**src/rtl/mem_arb_pkg.sv**
```systemverilog
// rtl/mem_arb_pkg.sv - shared types and constants for the memory port arbiter
//
// Purpose: arbiter state encoding, the NOP substituted on a timed-out fetch,
//          and the default memory wait limit.
// Ports:   none (package).

package mem_arb_pkg;

  typedef enum logic [2:0] {
    ST_IDLE  = 3'd0,
    ST_FETCH = 3'd1,
    ST_EXEC  = 3'd2,
    ST_DATA  = 3'd3,
    ST_WB    = 3'd4
  } state_t;

  // addi x0, x0, 0
  localparam logic [31:0] NOP_INSTR = 32'h0000_0013;

  localparam int DEFAULT_TIMEOUT_CYCLES = 255;

endpackage

```
**src/rtl/mem_arb_timer.sv**
```systemverilog
// rtl/mem_arb_timer.sv - memory wait counter with clear/enable/expire
//
// Purpose: counts cycles spent waiting for mem_ack; flags expiry on the cycle
//          whose increment would make the count reach LIMIT.
// Ports:   clk, reset (async, active-low)
//          clear  - hold the count at zero (no request outstanding)
//          enable - a waiting cycle (request high, no ack)
//          expire - the wait limit is reached this cycle

module mem_arb_timer #(
  parameter int LIMIT = 255
) (
  input  logic clk,
  input  logic reset,
  input  logic clear,
  input  logic enable,
  output logic expire
);

  localparam int CW = $clog2(LIMIT + 1);

  logic [CW-1:0] count;

  always_ff @(posedge clk or negedge reset) begin
    if (!reset) begin
      count <= '0;
    end else if (clear) begin
      count <= '0;
    end else if (enable) begin
      count <= count + 1'b1;
    end
  end

  // Expire on the waiting cycle that completes the LIMIT-th wait, so the
  // access is abandoned at the same edge where the count would hit LIMIT.
  assign expire = enable && (count == CW'(LIMIT - 1));

endmodule

```
**src/rtl/mem_port_arbiter.sv**
```systemverilog
// rtl/mem_port_arbiter.sv - shares one memory port between fetch and load/store
//
// Purpose: multi-cycle sequencer IDLE -> FETCH -> EXEC -> (DATA -> WB) ->
//          FETCH; stalls the core until an instruction retires and counts
//          retired instructions. Optional timeout under MEM_ARB_TIMEOUT_EN.
// Ports:   clk, reset (async, active-low)
//          pc -> fetch address; instr/instr_valid -> fetched instruction
//          d_req/d_we/d_addr/d_wdata -> data access request; d_rdata -> load data
//          stall/commit/instret -> core control and retire count
//          mem_req/mem_we/mem_addr/mem_wdata/mem_ack/mem_rdata -> memory port
//          bus_err -> sticky timeout flag (0 without MEM_ARB_TIMEOUT_EN)

module mem_port_arbiter
  import mem_arb_pkg::*;
#(
  parameter int AW             = 32,
  parameter int DW             = 32,
  parameter int TIMEOUT_CYCLES = DEFAULT_TIMEOUT_CYCLES
) (
  input  logic          clk,
  input  logic          reset,
  input  logic [AW-1:0] pc,
  output logic [DW-1:0] instr,
  output logic          instr_valid,
  input  logic          d_req,
  input  logic          d_we,
  input  logic [AW-1:0] d_addr,
  input  logic [DW-1:0] d_wdata,
  output logic [DW-1:0] d_rdata,
  output logic          stall,
  output logic          commit,
  output logic [31:0]   instret,
  output logic          mem_req,
  output logic          mem_we,
  output logic [AW-1:0] mem_addr,
  output logic [DW-1:0] mem_wdata,
  input  logic          mem_ack,
  input  logic [DW-1:0] mem_rdata,
  output logic          bus_err
);

  if (TIMEOUT_CYCLES < 1) begin : g_bad_timeout
    $error("TIMEOUT_CYCLES must be at least 1");
  end

  state_t        state, state_nxt;
  logic          req_q, we_q, valid_q;
  logic [AW-1:0] addr_q;
  logic [DW-1:0] wdata_q, instr_q, rdata_q;
  logic [31:0]   instret_q;
  logic          acked;
  logic          expired;
  logic          done;

  // An ack only counts against an outstanding request.
  assign acked = req_q & mem_ack;

`ifdef MEM_ARB_TIMEOUT_EN
  logic err_q;

  mem_arb_timer #(
    .LIMIT(TIMEOUT_CYCLES)
  ) u_timer (
    .clk   (clk),
    .reset (reset),
    .clear (~req_q),
    .enable(req_q & ~mem_ack),
    .expire(expired)
  );

  always_ff @(posedge clk or negedge reset) begin
    if (!reset) begin
      err_q <= 1'b0;
    end else if (expired) begin
      err_q <= 1'b1;
    end
  end

  assign bus_err = err_q;
`else
  assign expired = 1'b0;
  assign bus_err = 1'b0;
`endif

  assign done = acked | expired;

  always_ff @(posedge clk or negedge reset) begin
    if (!reset) state <= ST_IDLE;
    else        state <= state_nxt;
  end

  always_comb begin
    state_nxt = state;
    commit    = 1'b0;
    case (state)
      ST_IDLE:  state_nxt = ST_FETCH;
      ST_FETCH: if (done) state_nxt = ST_EXEC;
      ST_EXEC: begin
        if (d_req) begin
          state_nxt = ST_DATA;
        end else begin
          commit    = 1'b1;
          state_nxt = ST_FETCH;
        end
      end
      ST_DATA:  if (done) state_nxt = ST_WB;
      ST_WB: begin
        commit    = 1'b1;
        state_nxt = ST_FETCH;
      end
      default:  state_nxt = ST_IDLE;
    endcase
  end

  // Request flag, captured data access and result latches. req_q is set on
  // every edge that enters FETCH or DATA and cleared on the completing edge.
  always_ff @(posedge clk or negedge reset) begin
    if (!reset) begin
      req_q     <= 1'b0;
      we_q      <= 1'b0;
      addr_q    <= '0;
      wdata_q   <= '0;
      instr_q   <= '0;
      rdata_q   <= '0;
      valid_q   <= 1'b0;
      instret_q <= '0;
    end else begin
      case (state)
        ST_IDLE: req_q <= 1'b1;
        ST_FETCH: begin
          if (done) begin
            req_q   <= 1'b0;
            instr_q <= acked ? mem_rdata : DW'(NOP_INSTR);
            valid_q <= 1'b1;
          end
        end
        ST_EXEC: begin
          req_q <= 1'b1;
          if (d_req) begin
            we_q    <= d_we;
            addr_q  <= d_addr;
            wdata_q <= d_wdata;
          end else begin
            valid_q <= 1'b0;
          end
        end
        ST_DATA: begin
          if (done) begin
            req_q <= 1'b0;
            we_q  <= 1'b0;
            if (!acked)     rdata_q <= '0;
            else if (!we_q) rdata_q <= mem_rdata;
          end
        end
        ST_WB: begin
          req_q   <= 1'b1;
          valid_q <= 1'b0;
        end
        default: req_q <= 1'b0;
      endcase
      if (commit) instret_q <= instret_q + 32'd1;
    end
  end

  // The fetch address comes straight from the core's PC register, which is
  // frozen by stall for the whole FETCH; registering it here would capture
  // the pre-commit PC, since the PC only advances on the commit edge.
  assign mem_addr    = (state == ST_FETCH) ? pc : addr_q;
  assign mem_req     = req_q;
  assign mem_we      = we_q;
  assign mem_wdata   = wdata_q;
  assign instr       = instr_q;
  assign instr_valid = valid_q;
  assign d_rdata     = rdata_q;
  assign instret     = instret_q;
  assign stall       = ~commit;

endmodule

```
**config.mk**
```make
export PLATFORM = sky130hd
export DESIGN_NAME = mem_port_arbiter
export DESIGN_NICKNAME = d
export VERILOG_FILES = /design/src/rtl/mem_arb_pkg.sv /design/src/rtl/mem_arb_timer.sv /design/src/rtl/mem_port_arbiter.sv
export SDC_FILE = /design/constraint.sdc
export NUM_CORES = 1
export LEC_CHECK = 0
export ABC_CLOCK_PERIOD_IN_PS = 4800
export BUFFER_PORTS_ARGS = -buffer_cell sky130_fd_sc_hd__buf_2
export CORE_MARGIN = 2
export CORE_UTILIZATION = 51
export DETAILED_ROUTE_END_ITERATION = 7
export PLACE_DENSITY = 0.9
export SLEW_MARGIN = 20
export SYNTH_ARGS = -nofsm -noshare
export SYNTH_HDL_FRONTEND = slang
export SYNTH_SLANG_ARGS = --single-unit
```
**constraint.sdc**
```tcl
create_clock -name clk -period 4.8 [get_ports clk]
set_clock_uncertainty 0.1 [all_clocks]
set_input_delay 0 -clock clk [delete_from_list [all_inputs] [get_ports clk]]
set_output_delay 0 -clock clk [all_outputs]
set_load 0.02 [all_outputs]
```
==> qor.yml <==
via_count: 5401
pin_count_of_the_biggest_net_entering_global_routing: 63
ctsRootBufferMaster: "clkbuf_16"
synth.yosys.seq_area_share: 0.6004
setup-violations-final: 0
tritoncts: "built"
power_switching_w: 0.0006293
status: "completed"
crit_path_start: "state[0]"
multi_input_area_um2: 2664
cts_resized: 0
std_cell_rows: 42
synth_area_per_cell_um2: 14.72
io_pins: 299
rsz_0062_raised_after_global_routing: "no"
synthDominantCellAreaShare: 0.6004
clk_latency_ps: 410
start_util: 0.5225
drt-vias-per-instance: 5.100
clock_power_share: 0.470
fillers: 767
synth.net_count: 604
critical_path_start_type: "flip-flop"
die_area_um2: 14510
numCtsBuffers: 17
dp_hpwl_mm: 11.79
crit_buf_inv: 1
crit_arrival_ps: 2800
r2r_setup_slack_ps: 2190
chipHeight_um: 120.5
setup_tns_ps: 0
pwr_density_cell_nw_per_um2: 294.8
syn-cell-area_um2: 6919
htree_levels: 4
timing.hold.ws_ps: 41.86
drt-wirelength-per-cell_um: 17.97
timing.critical_path.depth: 4
routed_wl_mm: 19.03
endpoint: "d_rdata[14]"
pwr-share-seq: 0.464
synth_enable_flop_cells: 0
worst_pin_slew_ps: 947.0
ir_drop_v: 0.0002716
ant_nets: 0
synthTopCellsByArea: "dfrtp_1 60%, mux2_2 26%, xnor2_1 2.7%"
grt_use_total: 0.2680
number_of_hold_violations_in_the_final_report: 0
synth_cell_types: 36
fin_total_pwr_w: 0.003016
grt_antenna_before_repair: 0
post-route-min-period_ps: 2613
design.core.area_um2: 13240
max-cap-violations: 0
timing.critical_path.to_type: "flip-flop"
final.period_utilization: 0.5443
antenna_cells: 0
worstPathRequired_ps: 4990
yosys-top-cells-count: "166 x dfrtp_1, 160 x mux2_2, 21 x xnor2_1"
power.share.switching: 0.2087
critical-path-top-delay-family: "simple AND/OR/NAND/NOR gates"
clkTransAtPathRegs_ps: 60
sequential_cell_area_um2: 4154
drt_first_pass_iters: 4
first_global_vias: 5764
cell_breakdown_of_the_critical_path: "inv_1 -> or4b_4 -> nor2_4 -> mux2_2"
fp.dieW_um: 120.5
cts-root-to-sink-buffers: 2
timing.slew.headroom: 0.3671
most_common_flop_cell_mapped_by_yosys: "dfrtp_1"
final_max_slew_viol_count: 0
critical_path.max_stage_delay_ps: 730
post-synth-top-area-cell: "dfrtp_1"
final_net_count: 1005
crit_path_max_fanout: 32
place_congestion: 0.8612
synth.yosys.warnings: 0
post-synth-top-count-cell: "dfrtp_1"
leakagePower_nw: 5.564
yosys_register_bits: 166
crit_path_top_delay_cell: "nor2_4"
drive_gt1_frac: 0.5730
utilization: 0.7725
critical_path.reg2reg.startpoint: "state[0]"
r2r_end: "d_rdata[14]"
max_freq_mhz: 382.7
cts.sink_count: 166
int_power_w: 0.002387
power.share.combinational: 0.067
drcViolationCount: 0
buffer_ports.inserted: 297
drt_iter0_markers: 262
grt_pass1_wl_mm: 30.04
path_class: "flip-flop to flip-flop"
grt-ovfl-total: 0
synthesis.instances: 470
worst_hold_path_type: "input port to async pin"
synth-async-reset-ratio: 1.000
area_delta_synth_final_pct: 47.85
reg2reg_depth: 4
==> metal layers <==
layer / part of all wire / routed length, µm / up-vias / global-route usage
met5: 0 / 0 / - / 0
met4: 0.028 / 538 / 0 / 0.1112
met3: 0.060 / 1138 / 41 / 0.05943
met2: 0.52 / 9947 / 236 / 0.4756
met1: 0.39 / 7400 / 2660 / 0.3135
li1: - / - / 2464 / -
==> area by class of cell <==
class	count	area share
multi-input cells	280	0.2604
clock inverters	10	0.01419
flip-flops and latches	166	0.4061
clock buffers	21	0.04697
well taps	176	0.02153
inverters	3	0.001101
repair buffers	403	0.2498
==> timing repair <==
action	4_1_cts	5_1_grt
hold endpoints to repair	192	0
hold buffers	100	0
setup buffers	0	0
==> cells by family after synthesis <==
group | count (synthesis) | share of synthesized area
mux | 161 | 0.2620
xor+xnor | 32 | 0.04051
fa+ha+maj | 1 | 0.001808
compound gates | 8 | 0.008319
simple gates | 77 | 0.06763
other cells | 1 | 0.0005420
buf+inv | 24 | 0.01881
flops | 166 | 0.6004
==> state kept, by name (all words and copies together), names as in the netlist <==
name / cells
mem_req: 1
d_rdata: 32
mem_we: 1
instret: 32
state: 3
instr: 32
addr_q: 32
instr_valid: 1
mem_wdata: 32
==> worst register-to-register path, stage by stage, from the launching register on <==
cell,delay [ps]
dfrtp_1,470
inv_1,160
or4b_4,590
nor2_4,730
mux2_2,450
==> power groups by stage <==
| stage | sequential, W | clock (W) | combinational, W |
|---|---|---|---|
| CTS | 0.00140 | 0.00144 | 0.000196 |
| global route | 0.00140 | 0.00151 | 0.000217 |
| detailed placement | 0.00142 | 0 | 0.000132 |
| floorplan | 0.00143 | 0 | 0.0000348 |
| finish | 0.00140 | 0.00142 | 0.000201 |
| global placement | 0.00142 | 0 | 0.000129 |
==> worst min-delay path by stage <==
| stage | to | slack, ps | depth (start not counted) |
|---|---|---|---|
| finish | addr_q[13] | 40 | 2 |
| global route | instr[16] | 100 | 2 |
| detailed placement | addr_q[13] | -80 | 1 |
| global placement | addr_q[12] | -80 | 1 |
| floorplan | addr_q[0] | -400 | 0 |
| CTS | addr_q[13] | 50 | 2 |
==> cells in the final DEF, fill, tap and decap left out, types with 2 or more instances in the layout <==
cell type,netlist,layout
nor4_4,2,3
dfrtp_1,166,166
dlygate4sd3_1,0,100
xor2_1,11,11
buf_2,11,296
xnor2_1,21,21
nor2_1,8,8
nand2b_1,3,3
buf_6,1,2
a21oi_1,4,4
and3_1,7,7
buf_4,5,4
nor3_1,3,2
clkinvlp_4,0,2
nand3_1,12,12
nor4_1,2,2
clkbuf_16,0,17
mux2_2,160,160
bufinv_16,0,3
nand2_1,18,18
clkinv_4,0,3
clkbuf_8,0,4
nand4_1,11,11
inv_1,3,3
and4_1,2,2
==> through the flow <==
stage	worst slack, ps	area [µm²]	instances
floorplan	2628	6919	470
global placement	2220	8592	927
detailed placement	2203	8603	928
CTS	2206	10230	1059
global route	2078	10230	1059
finish	2187	10230	1059
Power figures use the tool's default switching activity.
